### config.mk
export PLATFORM = sky130hd
export DESIGN_NAME = pid_regbank_flat
export DESIGN_NICKNAME = d
export VERILOG_FILES = /design/src/rtl/pid_regbank_pkg.sv /design/src/rtl/pid_regbank_if.sv /design/src/rtl/pid_chan_regs.sv /design/src/rtl/pid_regbank.sv /design/src/flat_wrapper.sv
export SDC_FILE = /design/constraint.sdc
export NUM_CORES = 1
export LEC_CHECK = 0
export CAP_MARGIN = 15
export CORE_UTILIZATION = 52
export CTS_BUF_LIST = sky130_fd_sc_hd__clkbuf_16
export DETAILED_ROUTE_END_ITERATION = 16
export PLACE_DENSITY = 0.81
export SYNTH_ARGS = -nofsm -noshare
export SYNTH_HDL_FRONTEND = slang
export SYNTH_SLANG_ARGS = --single-unit
### constraint.sdc
create_clock -name clk_in -period 3.92 [get_ports clk_in]
set_input_delay 0.784 -clock clk_in [delete_from_list [all_inputs] [get_ports clk_in]]
set_output_delay 0.784 -clock clk_in [all_outputs]
set_load 0.01 [all_outputs]
### src/rtl/pid_regbank_pkg.sv
// Shared constants for the PID register bank: address field widths,
// per-channel register indices, CTRL bit positions and index decode helpers.
package pid_regbank_pkg;

    localparam int unsigned CH_W    = 4;            // channel field, addr[7:4]
    localparam int unsigned IDX_W   = 4;            // register index field, addr[3:0]
    localparam int unsigned FIELD_W = CH_W + IDX_W; // decoded address bits
    localparam int unsigned NUM_SHADOW = 4;         // P, I, D, SP

    localparam logic [IDX_W-1:0] REG_P     = 4'd0;
    localparam logic [IDX_W-1:0] REG_I     = 4'd1;
    localparam logic [IDX_W-1:0] REG_D     = 4'd2;
    localparam logic [IDX_W-1:0] REG_SP    = 4'd3;
    localparam logic [IDX_W-1:0] REG_CTRL  = 4'd4;
    localparam logic [IDX_W-1:0] REG_PID_O = 4'd14;
    localparam logic [IDX_W-1:0] REG_PWM_O = 4'd15;

    localparam int unsigned CTRL_EN_BIT     = 0;    // stored enable
    localparam int unsigned CTRL_COMMIT_BIT = 1;    // write-only commit request

    // Writable registers: the four shadow gains plus CTRL.
    function automatic logic is_wr_reg(input logic [IDX_W-1:0] idx);
        return idx <= REG_CTRL;
    endfunction

    // Readable registers: writable ones plus the two status words.
    function automatic logic is_rd_reg(input logic [IDX_W-1:0] idx);
        return (idx <= REG_CTRL) || (idx == REG_PID_O) || (idx == REG_PWM_O);
    endfunction

endpackage

### src/rtl/pid_regbank_if.sv
// Register-bus interface for pid_regbank: a write port and a read port
// with one-cycle registered read data.
//   master: drives wr_en/wr_addr/wr_data/rd_en/rd_addr, receives rd_data/rd_valid
//   slave : the register bank side
interface pid_regbank_if #(
    parameter int unsigned ADDR_W = 8,
    parameter int unsigned DATA_W = 16
);
    logic              wr_en;
    logic [ADDR_W-1:0] wr_addr;
    logic [DATA_W-1:0] wr_data;
    logic              rd_en;
    logic [ADDR_W-1:0] rd_addr;
    logic [DATA_W-1:0] rd_data;
    logic              rd_valid;

    modport master (
        output wr_en, wr_addr, wr_data, rd_en, rd_addr,
        input  rd_data, rd_valid
    );

    modport slave (
        input  wr_en, wr_addr, wr_data, rd_en, rd_addr,
        output rd_data, rd_valid
    );
endinterface

### src/rtl/pid_chan_regs.sv
// One PID channel: shadow gain/setpoint registers, the active copy seen by
// the control loop, CTRL (enable + commit pending), and the sampled status
// words. The shadow set is copied to the active set on the channel's
// update_tick once a commit has been requested.
// Ports:
//   clk_in, reset          clock, synchronous active-high reset
//   wr_en/wr_idx/wr_data   already-decoded write for this channel
//   update_tick            loop sample strobe (commit point)
//   pid_i, pwm_i           status inputs, sampled every cycle
//   rd_idx, rd_word_c      combinational read of the indexed register
//   p_o/i_o/d_o/sp_o       active set
//   ch_enable, commit_done CTRL enable, one-cycle commit pulse
module pid_chan_regs
    import pid_regbank_pkg::*;
#(
    parameter int unsigned DATA_W = 16
) (
    input  logic              clk_in,
    input  logic              reset,
    input  logic              wr_en,
    input  logic [IDX_W-1:0]  wr_idx,
    input  logic [DATA_W-1:0] wr_data,
    input  logic              update_tick,
    input  logic [DATA_W-1:0] pid_i,
    input  logic [DATA_W-1:0] pwm_i,
    input  logic [IDX_W-1:0]  rd_idx,
    output logic [DATA_W-1:0] rd_word_c,
    output logic [DATA_W-1:0] p_o,
    output logic [DATA_W-1:0] i_o,
    output logic [DATA_W-1:0] d_o,
    output logic [DATA_W-1:0] sp_o,
    output logic              ch_enable,
    output logic              commit_done
);

    logic [DATA_W-1:0] shadow [NUM_SHADOW];
    logic [DATA_W-1:0] active [NUM_SHADOW];
    logic [DATA_W-1:0] pid_status;
    logic [DATA_W-1:0] pwm_status;
    logic              pending;
    logic              enable;
    logic              done;
    logic              commit_c;

    assign commit_c = pending && update_tick;

    // Register state. The commit copies the shadow values as they stood
    // before this edge, so a same-cycle shadow write lands in shadow only.
    // A CTRL write is applied after the commit, so a commit request made on
    // a tick cycle stays pending for a later tick.
    always_ff @(posedge clk_in) begin
        if (reset) begin
            for (int unsigned k = 0; k < NUM_SHADOW; k++) begin
                shadow[k] <= '0;
                active[k] <= '0;
            end
            pid_status <= '0;
            pwm_status <= '0;
            pending    <= 1'b0;
            enable     <= 1'b0;
            done       <= 1'b0;
        end else begin
            pid_status <= pid_i;
            pwm_status <= pwm_i;
            done       <= commit_c;

            if (commit_c) begin
                for (int unsigned k = 0; k < NUM_SHADOW; k++) begin
                    active[k] <= shadow[k];
                end
                pending <= 1'b0;
            end

            if (wr_en) begin
                if (wr_idx < REG_CTRL) begin
                    shadow[wr_idx[1:0]] <= wr_data;
                end else if (wr_idx == REG_CTRL) begin
                    enable <= wr_data[CTRL_EN_BIT];
                    if (wr_data[CTRL_COMMIT_BIT]) begin
                        pending <= 1'b1;
                    end
                end
            end
        end
    end

    // Read mux for this channel; unmapped indices read as zero.
    always_comb begin
        rd_word_c = '0;
        case (rd_idx)
            REG_P, REG_I, REG_D, REG_SP: rd_word_c = shadow[rd_idx[1:0]];
            REG_CTRL:                    rd_word_c = DATA_W'({pending, enable});
            REG_PID_O:                   rd_word_c = pid_status;
            REG_PWM_O:                   rd_word_c = pwm_status;
            default:                     rd_word_c = '0;
        endcase
    end

    assign p_o         = active[0];
    assign i_o         = active[1];
    assign d_o         = active[2];
    assign sp_o        = active[3];
    assign ch_enable   = enable;
    assign commit_done = done;

endmodule

### src/rtl/pid_regbank.sv
// Multi-channel PID gain/setpoint register bank. Decodes the bus address
// into channel and register index, routes writes to the channel blocks,
// muxes and registers read data, and tracks a sticky access-error flag.
// Ports:
//   clk_in, reset        clock, synchronous active-high reset
//   bus                  register bus (slave modport)
//   update_tick          per-channel commit strobe
//   p_o/i_o/d_o/sp_o     active sets, channel c at [c*DATA_W +: DATA_W]
//   ch_enable            per-channel CTRL enable
//   commit_done          per-channel commit pulse
//   pid_o_i, pwm_o_i     per-channel status inputs
//   err, err_clr         sticky access error and its clear
module pid_regbank
    import pid_regbank_pkg::*;
#(
    parameter int unsigned DATA_W = 16,
    parameter int unsigned NUM_CH = 2,
    parameter int unsigned ADDR_W = 8
) (
    input  logic                     clk_in,
    input  logic                     reset,
    pid_regbank_if.slave             bus,
    input  logic [NUM_CH-1:0]        update_tick,
    output logic [NUM_CH*DATA_W-1:0] p_o,
    output logic [NUM_CH*DATA_W-1:0] i_o,
    output logic [NUM_CH*DATA_W-1:0] d_o,
    output logic [NUM_CH*DATA_W-1:0] sp_o,
    output logic [NUM_CH-1:0]        ch_enable,
    output logic [NUM_CH-1:0]        commit_done,
    input  logic [NUM_CH*DATA_W-1:0] pid_o_i,
    input  logic [NUM_CH*DATA_W-1:0] pwm_o_i,
    output logic                     err,
    input  logic                     err_clr
);

    logic [CH_W-1:0]   wr_ch;
    logic [IDX_W-1:0]  wr_idx;
    logic [CH_W-1:0]   rd_ch;
    logic [IDX_W-1:0]  rd_idx;
    logic              wr_hi_zero_c;
    logic              rd_hi_zero_c;
    logic              wr_ok_c;
    logic              rd_ok_c;
    logic              wr_bad_c;
    logic              rd_bad_c;
    logic [DATA_W-1:0] chan_rd_c [NUM_CH];
    logic [DATA_W-1:0] rd_word_c;
    logic [DATA_W-1:0] rd_data_q;
    logic              rd_valid_q;
    logic              err_q;

    assign wr_ch  = bus.wr_addr[FIELD_W-1 -: CH_W];
    assign wr_idx = bus.wr_addr[IDX_W-1:0];
    assign rd_ch  = bus.rd_addr[FIELD_W-1 -: CH_W];
    assign rd_idx = bus.rd_addr[IDX_W-1:0];

    // Any address bits above the channel field must be zero to be valid.
    assign wr_hi_zero_c = (bus.wr_addr >> FIELD_W) == '0;
    assign rd_hi_zero_c = (bus.rd_addr >> FIELD_W) == '0;

    // Address validity: existing channel and a mapped register.
    assign wr_ok_c  = wr_hi_zero_c && (32'(wr_ch) < NUM_CH) && is_wr_reg(wr_idx);
    assign rd_ok_c  = rd_hi_zero_c && (32'(rd_ch) < NUM_CH) && is_rd_reg(rd_idx);
    assign wr_bad_c = bus.wr_en && !wr_ok_c;
    assign rd_bad_c = bus.rd_en && !rd_ok_c;

    // Channel instances; writes reach only the addressed channel.
    for (genvar c = 0; c < NUM_CH; c++) begin : g_chan
        pid_chan_regs #(
            .DATA_W (DATA_W)
        ) u_chan (
            .clk_in      (clk_in),
            .reset       (reset),
            .wr_en       (bus.wr_en && wr_ok_c && (wr_ch == CH_W'(c))),
            .wr_idx      (wr_idx),
            .wr_data     (bus.wr_data),
            .update_tick (update_tick[c]),
            .pid_i       (pid_o_i[c*DATA_W +: DATA_W]),
            .pwm_i       (pwm_o_i[c*DATA_W +: DATA_W]),
            .rd_idx      (rd_idx),
            .rd_word_c   (chan_rd_c[c]),
            .p_o         (p_o[c*DATA_W +: DATA_W]),
            .i_o         (i_o[c*DATA_W +: DATA_W]),
            .d_o         (d_o[c*DATA_W +: DATA_W]),
            .sp_o        (sp_o[c*DATA_W +: DATA_W]),
            .ch_enable   (ch_enable[c]),
            .commit_done (commit_done[c])
        );
    end

    // Channel select for reads.
    always_comb begin
        rd_word_c = '0;
        for (int unsigned c = 0; c < NUM_CH; c++) begin
            if (rd_ch == CH_W'(c)) begin
                rd_word_c = chan_rd_c[c];
            end
        end
    end

    // Read data register (holds when idle) and sticky error flag; a new
    // error wins over a same-cycle clear.
    always_ff @(posedge clk_in) begin
        if (reset) begin
            rd_data_q  <= '0;
            rd_valid_q <= 1'b0;
            err_q      <= 1'b0;
        end else begin
            rd_valid_q <= bus.rd_en;
            if (bus.rd_en) begin
                rd_data_q <= rd_ok_c ? rd_word_c : '0;
            end
            if (wr_bad_c || rd_bad_c) begin
                err_q <= 1'b1;
            end else if (err_clr) begin
                err_q <= 1'b0;
            end
        end
    end

    assign bus.rd_data  = rd_data_q;
    assign bus.rd_valid = rd_valid_q;
    assign err          = err_q;

endmodule

### src/flat_wrapper.sv
// flat-port wrapper written by rule: the top's interface ports become plain ports
module pid_regbank_flat import pid_regbank_pkg::*;
#(
    parameter int unsigned DATA_W = 16,
    parameter int unsigned NUM_CH = 2,
    parameter int unsigned ADDR_W = 8
)
  (clk_in, reset, update_tick, p_o, i_o, d_o, sp_o, ch_enable, commit_done, pid_o_i, pwm_o_i, err, err_clr, bus_wr_en, bus_wr_addr, bus_wr_data, bus_rd_en, bus_rd_addr, bus_rd_data, bus_rd_valid);
  pid_regbank_if #(.ADDR_W(ADDR_W), .DATA_W(DATA_W)) bus_i ();
  input  logic clk_in;
  input  logic reset;
  input  logic [NUM_CH-1:0] update_tick;
  output logic [NUM_CH*DATA_W-1:0] p_o;
  output logic [NUM_CH*DATA_W-1:0] i_o;
  output logic [NUM_CH*DATA_W-1:0] d_o;
  output logic [NUM_CH*DATA_W-1:0] sp_o;
  output logic [NUM_CH-1:0] ch_enable;
  output logic [NUM_CH-1:0] commit_done;
  input  logic [NUM_CH*DATA_W-1:0] pid_o_i;
  input  logic [NUM_CH*DATA_W-1:0] pwm_o_i;
  output logic err;
  input  logic err_clr;
  input wire logic [$bits(bus_i.wr_en)-1:0] bus_wr_en;
  input wire logic [$bits(bus_i.wr_addr)-1:0] bus_wr_addr;
  input wire logic [$bits(bus_i.wr_data)-1:0] bus_wr_data;
  input wire logic [$bits(bus_i.rd_en)-1:0] bus_rd_en;
  input wire logic [$bits(bus_i.rd_addr)-1:0] bus_rd_addr;
  output wire logic [$bits(bus_i.rd_data)-1:0] bus_rd_data;
  output wire logic [$bits(bus_i.rd_valid)-1:0] bus_rd_valid;
  assign bus_i.wr_en = bus_wr_en;
  assign bus_i.wr_addr = bus_wr_addr;
  assign bus_i.wr_data = bus_wr_data;
  assign bus_i.rd_en = bus_rd_en;
  assign bus_i.rd_addr = bus_rd_addr;
  assign bus_rd_data = bus_i.rd_data;
  assign bus_rd_valid = bus_i.rd_valid;
  pid_regbank #(.DATA_W(DATA_W), .NUM_CH(NUM_CH), .ADDR_W(ADDR_W)) u_core (.clk_in(clk_in), .reset(reset), .bus(bus_i), .update_tick(update_tick), .p_o(p_o), .i_o(i_o), .d_o(d_o), .sp_o(sp_o), .ch_enable(ch_enable), .commit_done(commit_done), .pid_o_i(pid_o_i), .pwm_o_i(pwm_o_i), .err(err), .err_clr(err_clr));
endmodule
==> results of run 1 <==
[metrics by stage]
stage | instance area, um^2 | cells | worst slack (ps)
2_1_floorplan | 13760 | 903 | 724.8
6_report | 17710 | 1519 | 1235
4_1_cts | 17700 | 1518 | 1214
5_1_grt | 17710 | 1519 | 1149
3_3_place_gp | 16660 | 1457 | 749.0
3_5_place_dp | 16660 | 1457 | 691.8
[metal layers]
metal / share of wire / global-route usage / vias up
met4: 0.041 / 0.1038 / 2
met1: 0.38 / 0.3102 / 4096
met3: 0.072 / 0.04395 / 85
met2: 0.50 / 0.3988 / 343
met5: 0.00040 / 0 / -
li1: - / - / 3771
[worst max-delay path, delay by kind of cell]
kind / cells / cell delay, ps
simple gates: 2 / 820
compound gates: 1 / 750
buf+inv: 1 / 450
[layout make-up]
| cell class | count | area (um^2) |
|---|---|---|
| Clock buffer | 35 | 875.8 |
| Timing Repair Buffer | 272 | 2688 |
| Sequential cell | 344 | 9449 |
| Antenna cell | 1 | 2.502 |
| Tap cell | 335 | 419.2 |
| Multi-Input combinational cell | 503 | 4089 |
| Inverter | 3 | 11.26 |
| Fill cell | 1752 | 8278 |
| Clock inverter | 26 | 172.7 |
[kinds of logic after synthesis]
family	after synthesis	synth area share
AND/OR/NAND/NOR	380	0.1793
flip-flops	344	0.6866
AO/OA/AOI/OAI	68	0.03491
buffers and inverters	56	0.02000
multiplexers	55	0.07919
[power groups by stage]
stage	sequential, uW	clock, uW	combinational, uW
final	4120	3070	561
after global routing	4130	3240	592
after CTS	4120	3100	565
after detailed placement	4200	0	562
after global placement	4190	0	554
after floorplan	4200	0	219
[state kept, by name (all words and copies together) (netlist names)]
name / flops
u_core.g_chan.u_chan.pwm_status: 32
u_core.bus.rd_data: 16
u_core.bus.rd_valid: 1
u_core.g_chan.u_chan.pending: 2
u_core.g_chan.u_chan.active: 128
u_core.g_chan.u_chan.pid_status: 32
u_core.g_chan.u_chan.shadow: 128
u_core.g_chan.u_chan.commit_done: 2
u_core.err: 1
u_core.g_chan.u_chan.ch_enable: 2
[cells in the final DEF, fill, tap and decap left out, types with 3 or more instances in the layout]
| cell | n |
|---|---|
| dfxtp_1 | 88 |
| o21ai_0 | 12 |
| o31ai_1 | 4 |
| and2_2 | 11 |
| nor2_1 | 6 |
| clkinv_2 | 6 |
| nand2b_1 | 6 |
| nor4_4 | 3 |
| nor3_4 | 3 |
| and2_1 | 247 |
| a22oi_1 | 23 |
| nor4b_2 | 3 |
| o21ai_2 | 3 |
| nor2b_1 | 68 |
| inv_1 | 8 |
| clkbuf_16 | 35 |
| edfxtp_1 | 256 |
| clkdlybuf4s50_1 | 249 |
| mux4_2 | 42 |
| a221oi_1 | 9 |
| buf_4 | 20 |
| o21ai_1 | 3 |
| nand2_1 | 15 |
| a21oi_1 | 4 |
| clkinv_1 | 7 |
| mux2_2 | 11 |
[worst paths after layout]
kind | from | end | slack [ps]
max reg2reg | u_core.g_chan[1].u_chan.pending | u_core.g_chan[1].u_chan.active[1][6] | 2150
min reg2reg | u_core.bus.rd_data[11] | u_core.bus.rd_data[11] | 470
max | bus_wr_addr[3] | u_core.g_chan[1].u_chan.shadow[0][13] | 1240
min | u_core.bus.rd_data[11] | u_core.bus.rd_data[11] | 470
==> impl_metrics.toml, run 1 <==
[outcome]
status = "finished clean"

[global_route]
overflow = 0
grt_usage = 0.2402
grt_max_degree = 89
grt_antenna_before_repair = 2
grt_pass1_wl_um = 47290
first_global_vias = 8126

[detailed_routing]
drt-initial-drc-count = 622
via_per_inst = 5.462
dr.pass1.iters = 5
routedWlPerCell_um = 21.39
drcViolationCount = 0
vias = 8297
wl_um = 32500
ant_nets = 0

[worst_setup_path]
crit_chain = "clkdlybuf4s50_1, nor4_4, nand3_4, o31ai_4"
startpoint_type = "input pin"
crit_path_top_delay_cell = "o31ai_4"
worst-setup-path-type = "in2reg"
crit_path_end_kind = "flip-flop"
arrival_ps = 2810
worstPathMaxFanout = 16
critPathMaxStageDelay_ps = 750
cp.required_ps = 4050
reg2reg_depth = 3

[cts]
clock_latency_ps = 510
postCtsSetupRepairBufs = 0
hold_buffers = 0
cts-buffers-inserted = 34
cts_resized = 0
cts_sinks = 344
htreeDepth = 2
clockBufferDepth = 3
clock-root-buffer = "clkbuf_16"
cts_tree = "done"
clkSlewWorstSetupHoldPaths_ps = 60

[synth]
synth_nets = 1006
synth.most_common_cell = "edfxtp_1"
ys_seq_elements = 344
seq_area_frac_synth = 0.6866
yosysTopAreaCell = "edfxtp_1"
synthTopCellsByCount = "edfxtp_1 (256), and2_1 (247), dfxtp_1 (88)"
synthCells = 903
synth_cell_type_count = 47
synthArstFlopShare = 0
syn_avg_cell_area_um2 = 15.24
synthTopCellsByArea = "edfxtp_1 (56%), dfxtp_1 (13%), and2_1 (11%)"
yosys_warnings = 0
synth_ff_type = "edfxtp_1"
synth_edf_count = 256
yosysTopAreaCellShare = 0.5586
syn_area_mm2 = 0.01376

[sta]
slew_viol_final = 0
finalSetupViolations = 0
slew_headroom = 0.2791
hold_viol = 0
rsz0062_at_grt = "no"
fmax_mhz = 372.5
skew_ps = 13.61
post-route-period-util = 0.6849
setup_tns_ps = 0
finalCriticalPeriod_ps = 2685
worst_pin_slew_ps = 1077
hold_slack_ps = 467.5

[worst_hold_path]
holdPathStages = 2
hold_class = "reg2reg"

[power_and_ir_drop]
comb_power_share = 0.072
switching_share = 0.2126
seq_power_share = 0.532
internal_power_uw = 6101
total_power_uw = 7748
switchingPower_uw = 1647
clock_power_share = 0.396
ir_drop_v = 0.0003144
leakage_uw = 0.006365
p_per_area_mw_per_mm2 = 437.6

[run]
maxCapViolCount = 0

[final_layout]
area_growth_pct = 28.67
nets = 1261
fin_util = 0.6814
layout-drive-gt1-share = 0.1352

[floorplanning]
core_area_mm2 = 0.02598
initial_core_util = 0.5296
fp.dieH_um = 164.7
rows = 59
chipWidth_um = 164.7
pin_count = 253
die_area_mm2 = 0.02712

[placement]
gp_congestion = 0.8192
io_buffers = 252
detailed_place_hpwl_um = 22670
(Power assumes the default switching activity.)
==> run 2, diff against run 1 <==
Clock period 3.92 ns to 2.6 ns, I/O delays scaled along.
==> run 2 against run 1 <==
Against the previous run: die area is the same; sequential share of layout area shrank 1.1 points; register-to-register slack lost 1100 ps; critical path type unchanged; highest routed layer is now met4.
==> impl_metrics.toml, run 2 (synthesized netlist as in run 1, its figures left out) <==
[cts]
htreeDepth = 2
cts_resized = 0
cts_tree = "done"
cts-buffers-inserted = 34
postCtsSetupRepairBufs = 0
hold_buffers = 0
clockBufferDepth = 3
cts_sinks = 344
clock-root-buffer = "clkbuf_16"
clkSlewWorstSetupHoldPaths_ps = 60
clock_latency_ps = 510

[sta]
fmax_mhz = 464.4
hold_viol = 0
slew_viol_final = 0
worst_pin_slew_ps = 989.7
post-route-period-util = 0.8283
finalSetupViolations = 0
finalCriticalPeriod_ps = 2153
slew_headroom = 0.3378
rsz0062_at_grt = "no"
skew_ps = 11.37

[worst_setup_path]
critPathMaxStageDelay_ps = 440
cp-startpoint = "bus_rd_addr[7]"
startpoint_type = "input pin"
arrival_ps = 2560
cp.required_ps = 3010
reg2reg_slack_ps = 1080
crit_chain = "clkdlybuf4s50_1, or3_1, a221oi_1, nand2_1, o31ai_1"
worstPathMaxFanout = 14
crit_path_top_delay_cell = "or3_1"
r2r_start = "u_core.g_chan[1].u_chan.shadow[3][11]"
worst-setup-path-type = "in2reg"
crit_path_end_kind = "flip-flop"

[outcome]
status = "finished clean"

[floorplanning]
initial_core_util = 0.5296
chipWidth_um = 164.7
fp.dieH_um = 164.7
pin_count = 253
core_area_mm2 = 0.02598
rows = 59
die_area_mm2 = 0.02712

[final_layout]
instances_no_fill = 1539
antenna_cells = 0
n_fill_cell = 1682
layout-drive-gt1-share = 0.1487
reg_top3 = "u_core.g_chan.u_chan.active x128, u_core.g_chan.u_chan.shadow x128"
nets = 1281
final_common_cell = "edfxtp_1"
area_growth_pct = 31.27
stdcell_area_mm2 = 0.01806
layout_common_cells = "edfxtp_1 (256), clkdlybuf4s50_1 (249), and2_1 (247), dfxtp_1 (88), nor2b_1 (68)"

[global_route]
grt_max_degree = 66
first_global_vias = 8382
grt_antenna_before_repair = 0
grt_pass1_wl_um = 49790
grt_usage = 0.2513
overflow = 0

[placement]
gp_congestion = 0.8582
io_buffers = 252
dp.cells = 1477
detailed_place_hpwl_um = 23680
dpl_cell_area_mm2 = 0.01693

[worst_hold_path]
hp-start = "reset"
hold_class = "in2reg"

[detailed_routing]
vias = 8419
drt-initial-drc-count = 799
ant_nets = 0
drcViolationCount = 0
routedWlPerCell_um = 21.68
via_per_inst = 5.470
wl_um = 33370
dr.pass1.iters = 5

[power_and_ir_drop]
ir_drop_v = 0.0004499
leakage_uw = 0.006565
p_per_area_mw_per_mm2 = 666.6

[run]
maxCapViolCount = 0
==> run 2: changes by cell type in the layout (fill, tap and decap cells not counted), sizes merged <==
| cell | previous run | this run |
|---|---|---|
| buf | 23 | 43 |
| bufinv | 2 | 4 |
| clkbuf | 35 | 37 |
| clkinv | 13 | 9 |
| clkinvlp | 4 | 2 |
| diode | 1 | 0 |
| inv | 10 | 13 |
==> run 2: critical path: cells and delay by family <==
family                 cells  cell delay, ps
AND/OR/NAND/NOR            2             840
AO/OA/AOI/OAI              2             770
buffers and inverters      1             430
==> run 2: power breakdown <==
part,switching [uW],internal [uW]
Sequential,108,6110
Clock,1970,2950
Combinational,423,471
==> run 2: routing by layer <==
layer | up-vias | part of all wire | global-route usage
li1 | 3813 | - | -
met1 | 4140 | 0.38 | 0.3214
met2 | 386 | 0.50 | 0.4217
met3 | 80 | 0.071 | 0.04043
met4 | 0 | 0.044 | 0.1159
met5 | - | 0 | 0
==> run 2: worst paths after layout <==
check / cells past startpoint / endpoint
worst max register to register: 3 / u_core.bus.rd_data[11]
worst max-delay path: 5 / u_core.bus.rd_data[14]
worst min register to register: 2 / u_core.bus.rd_data[11]
worst min-delay path: 2 / u_core.g_chan[1].u_chan.pwm_status[0]
==> run 2: cell type report <==
cell class / instances / area (um^2) / share of cell area
multi-input combinational: 503 / 4089 / 0.2263
clock buffer: 37 / 925.9 / 0.05125
timing repair buffer: 292 / 2963 / 0.1640
tap: 335 / 419.2 / 0.02320
sequential: 344 / 9449 / 0.5231
inverter: 3 / 11.26 / 0.0006234
clock inverter: 25 / 207.7 / 0.01150
==> run 2: stage by stage <==
step | hold slack (ps) | TNS (ps) | utilization | total power (uW) | setup WS (ps)
global placement | 438.8 | 0 | 0.6516 | 7204 | 184.3
CTS | 449.0 | 0 | 0.6952 | 12100 | 503.9
detailed placement | 456.5 | -14.33 | 0.6516 | 7225 | -14.33
global route | 484.3 | 0 | 0.6952 | 12380 | 360.9
finish | 468.6 | 0 | 0.6952 | 12040 | 446.5
floorplan | 449.9 | -60860 | - | 6663 | -288.4
==> run 3, diff against run 2 <==
Clock period 2.6 ns to 2.04 ns, I/O delays scaled along.
==> run 3 against run 2 <==
Against the previous run: setup slack got worse by 310 ps; clock skew is 1.5 ps higher; clock-buffer cell count unchanged; via count rose by 1.9%; sequential power rose by 27%; clock power up 18%; combinational power up 34%; cell count is 2.7% higher; sequential share of layout area shrank 1.2 points; routed wire length grew 2.6%; critical endpoint is now i_o[20].
==> impl_metrics.toml, run 3 (synthesized netlist as in run 1, its figures left out) <==
[worst_setup_path]
r2r_end = "u_core.bus.rd_data[2]"
reg2reg_depth = 4
worst-setup-path-type = "reg2out"
crit_end = "i_o[20]"
cp-startpoint = "u_core.g_chan[1].u_chan.active[1][4]"
worst-path-stages = 1
startpoint_type = "flip-flop"
worstPathMaxFanout = 1
arrival_ps = 1500
crit_path_top_delay_cell = "clkdlybuf4s50_1"
crit_path_end_kind = "output port"
critPathMaxStageDelay_ps = 560
critical_path.top_delay_family = "buffers and inverters"
r2r_start = "u_core.g_chan[1].u_chan.shadow[0][2]"
reg2reg_slack_ps = 480
cp_num_buf_inv = 1
cp.required_ps = 1630
crit_chain = "clkdlybuf4s50_1"

[cts]
cts_tree = "done"
clock_latency_ps = 520
clockBufferDepth = 3
htreeDepth = 2
clkSlewWorstSetupHoldPaths_ps = 60
cts-buffers-inserted = 34
postCtsSetupRepairBufs = 0
clock-root-buffer = "clkbuf_16"
hold_buffers = 0
cts_resized = 0
cts_sinks = 344

[global_route]
overflow = 0
grt_antenna_before_repair = 1
first_global_vias = 8485
grt_pass1_wl_um = 49750
grt_max_degree = 66
grt_usage = 0.2537

[placement]
dpl_cell_area_mm2 = 0.01747
io_buffers = 252
gp_congestion = 0.8481
detailed_place_hpwl_um = 24300
pre_cts_ws_ps = -288.9

[detailed_routing]
dr.pass1.iters = 5
drcViolationCount = 0
wl_um = 34220
ant_nets = 0
via_per_inst = 5.424
routedWlPerCell_um = 21.64
vias = 8576
drt-initial-drc-count = 755

[floorplanning]
pin_count = 253
rows = 59
die_area_mm2 = 0.02712
initial_core_util = 0.5296
core_area_mm2 = 0.02598
chipWidth_um = 164.7
fp.dieH_um = 164.7

[final_layout]
register_area_mm2 = 0.009449
stdcell_area_mm2 = 0.01850
nets = 1322
multiInputGateArea_mm2 = 0.004141
n_fill_cell = 1653
final_common_cell = "edfxtp_1"
area_growth_pct = 34.42
reg_top3 = "u_core.g_chan.u_chan.active x128, u_core.g_chan.u_chan.shadow x128"
layout_common_cells = "edfxtp_1 (256), clkdlybuf4s50_1 (249), and2_1 (247), dfxtp_1 (88), nor2b_1 (68)"
layout-drive-gt1-share = 0.1801

[sta]
hold_viol = 0
slew_headroom = 0.2864
post-route-period-util = 0.9353
worst_pin_slew_ps = 1066
setup_tns_ps = 0
fin_ws_ps = 132.0
skew_ps = 12.85
fmax_mhz = 524.1
hold_slack_ps = 136.0
slew_viol_final = 0
finalCriticalPeriod_ps = 1908
rsz0062_at_grt = "no"
finalSetupViolations = 0

[run]
maxCapViolCount = 0

[power_and_ir_drop]
leakage_uw = 0.006785
ir_drop_v = 0.0004812
p_per_area_mw_per_mm2 = 807.6

[outcome]
status = "finished clean"

[worst_hold_path]
holdPathStages = 2
hold_class = "in2reg"
[run 3: changes by cell type in the layout (fill, tap and decap cells not counted), moves of 3 or more]
cell	previous run	this run
clkinv_2	3	7
buf_4	30	57
o21ai_1	3	0
buf_12	12	26
o21ai_4	0	3
bufinv_16	4	0
[run 3: layer usage]
| metal | routed length (um) | GRT usage |
|---|---|---|
| met2 | 17800 | 0.4358 |
| met5 | 0 | 0 |
| met3 | 1890 | 0.03943 |
| met4 | 1374 | 0.1163 |
| met1 | 13150 | 0.3164 |
[run 3: report_power, final]
part           switching [uW]  internal (uW)  total (uW)
Combinational             540            660        1200
Clock                    2550           3260        5810
Sequential                138           7790        7930
Total                    3230          11700       14900
[run 3: cell type report]
type	instances	area share
multi-input cells	503	0.2239
well taps	335	0.02266
clock buffers	37	0.05005
clock inverters	24	0.005479
flip-flops and latches	344	0.5108
diodes	2	0.0002705
repair buffers	333	0.1863
inverters	3	0.0006087
[run 3: worst min path at each step]
stage / start / endpoint / slack [ps]
6_report: reset / u_core.g_chan[1].u_chan.ch_enable / 140
5_1_grt: reset / u_core.err / 140
4_1_cts: reset / u_core.err / 130
3_5_place_dp: u_core.bus.rd_data[11] / u_core.bus.rd_data[11] / 440
3_3_place_gp: u_core.bus.rd_data[11] / u_core.bus.rd_data[11] / 440
2_1_floorplan: u_core.g_chan[1].u_chan.ch_enable / u_core.g_chan[1].u_chan.ch_enable / 450
[run 3: per-stage QoR]
| step | power, uW | instances | utilization |
|---|---|---|---|
| floorplan | 8495 | 903 | - |
| global placement | 9239 | 1518 | 0.6722 |
| detailed placement | 9268 | 1518 | 0.6722 |
| CTS | 15010 | 1579 | 0.7117 |
| global route | 15360 | 1580 | 0.7118 |
| finish | 14940 | 1581 | 0.7119 |
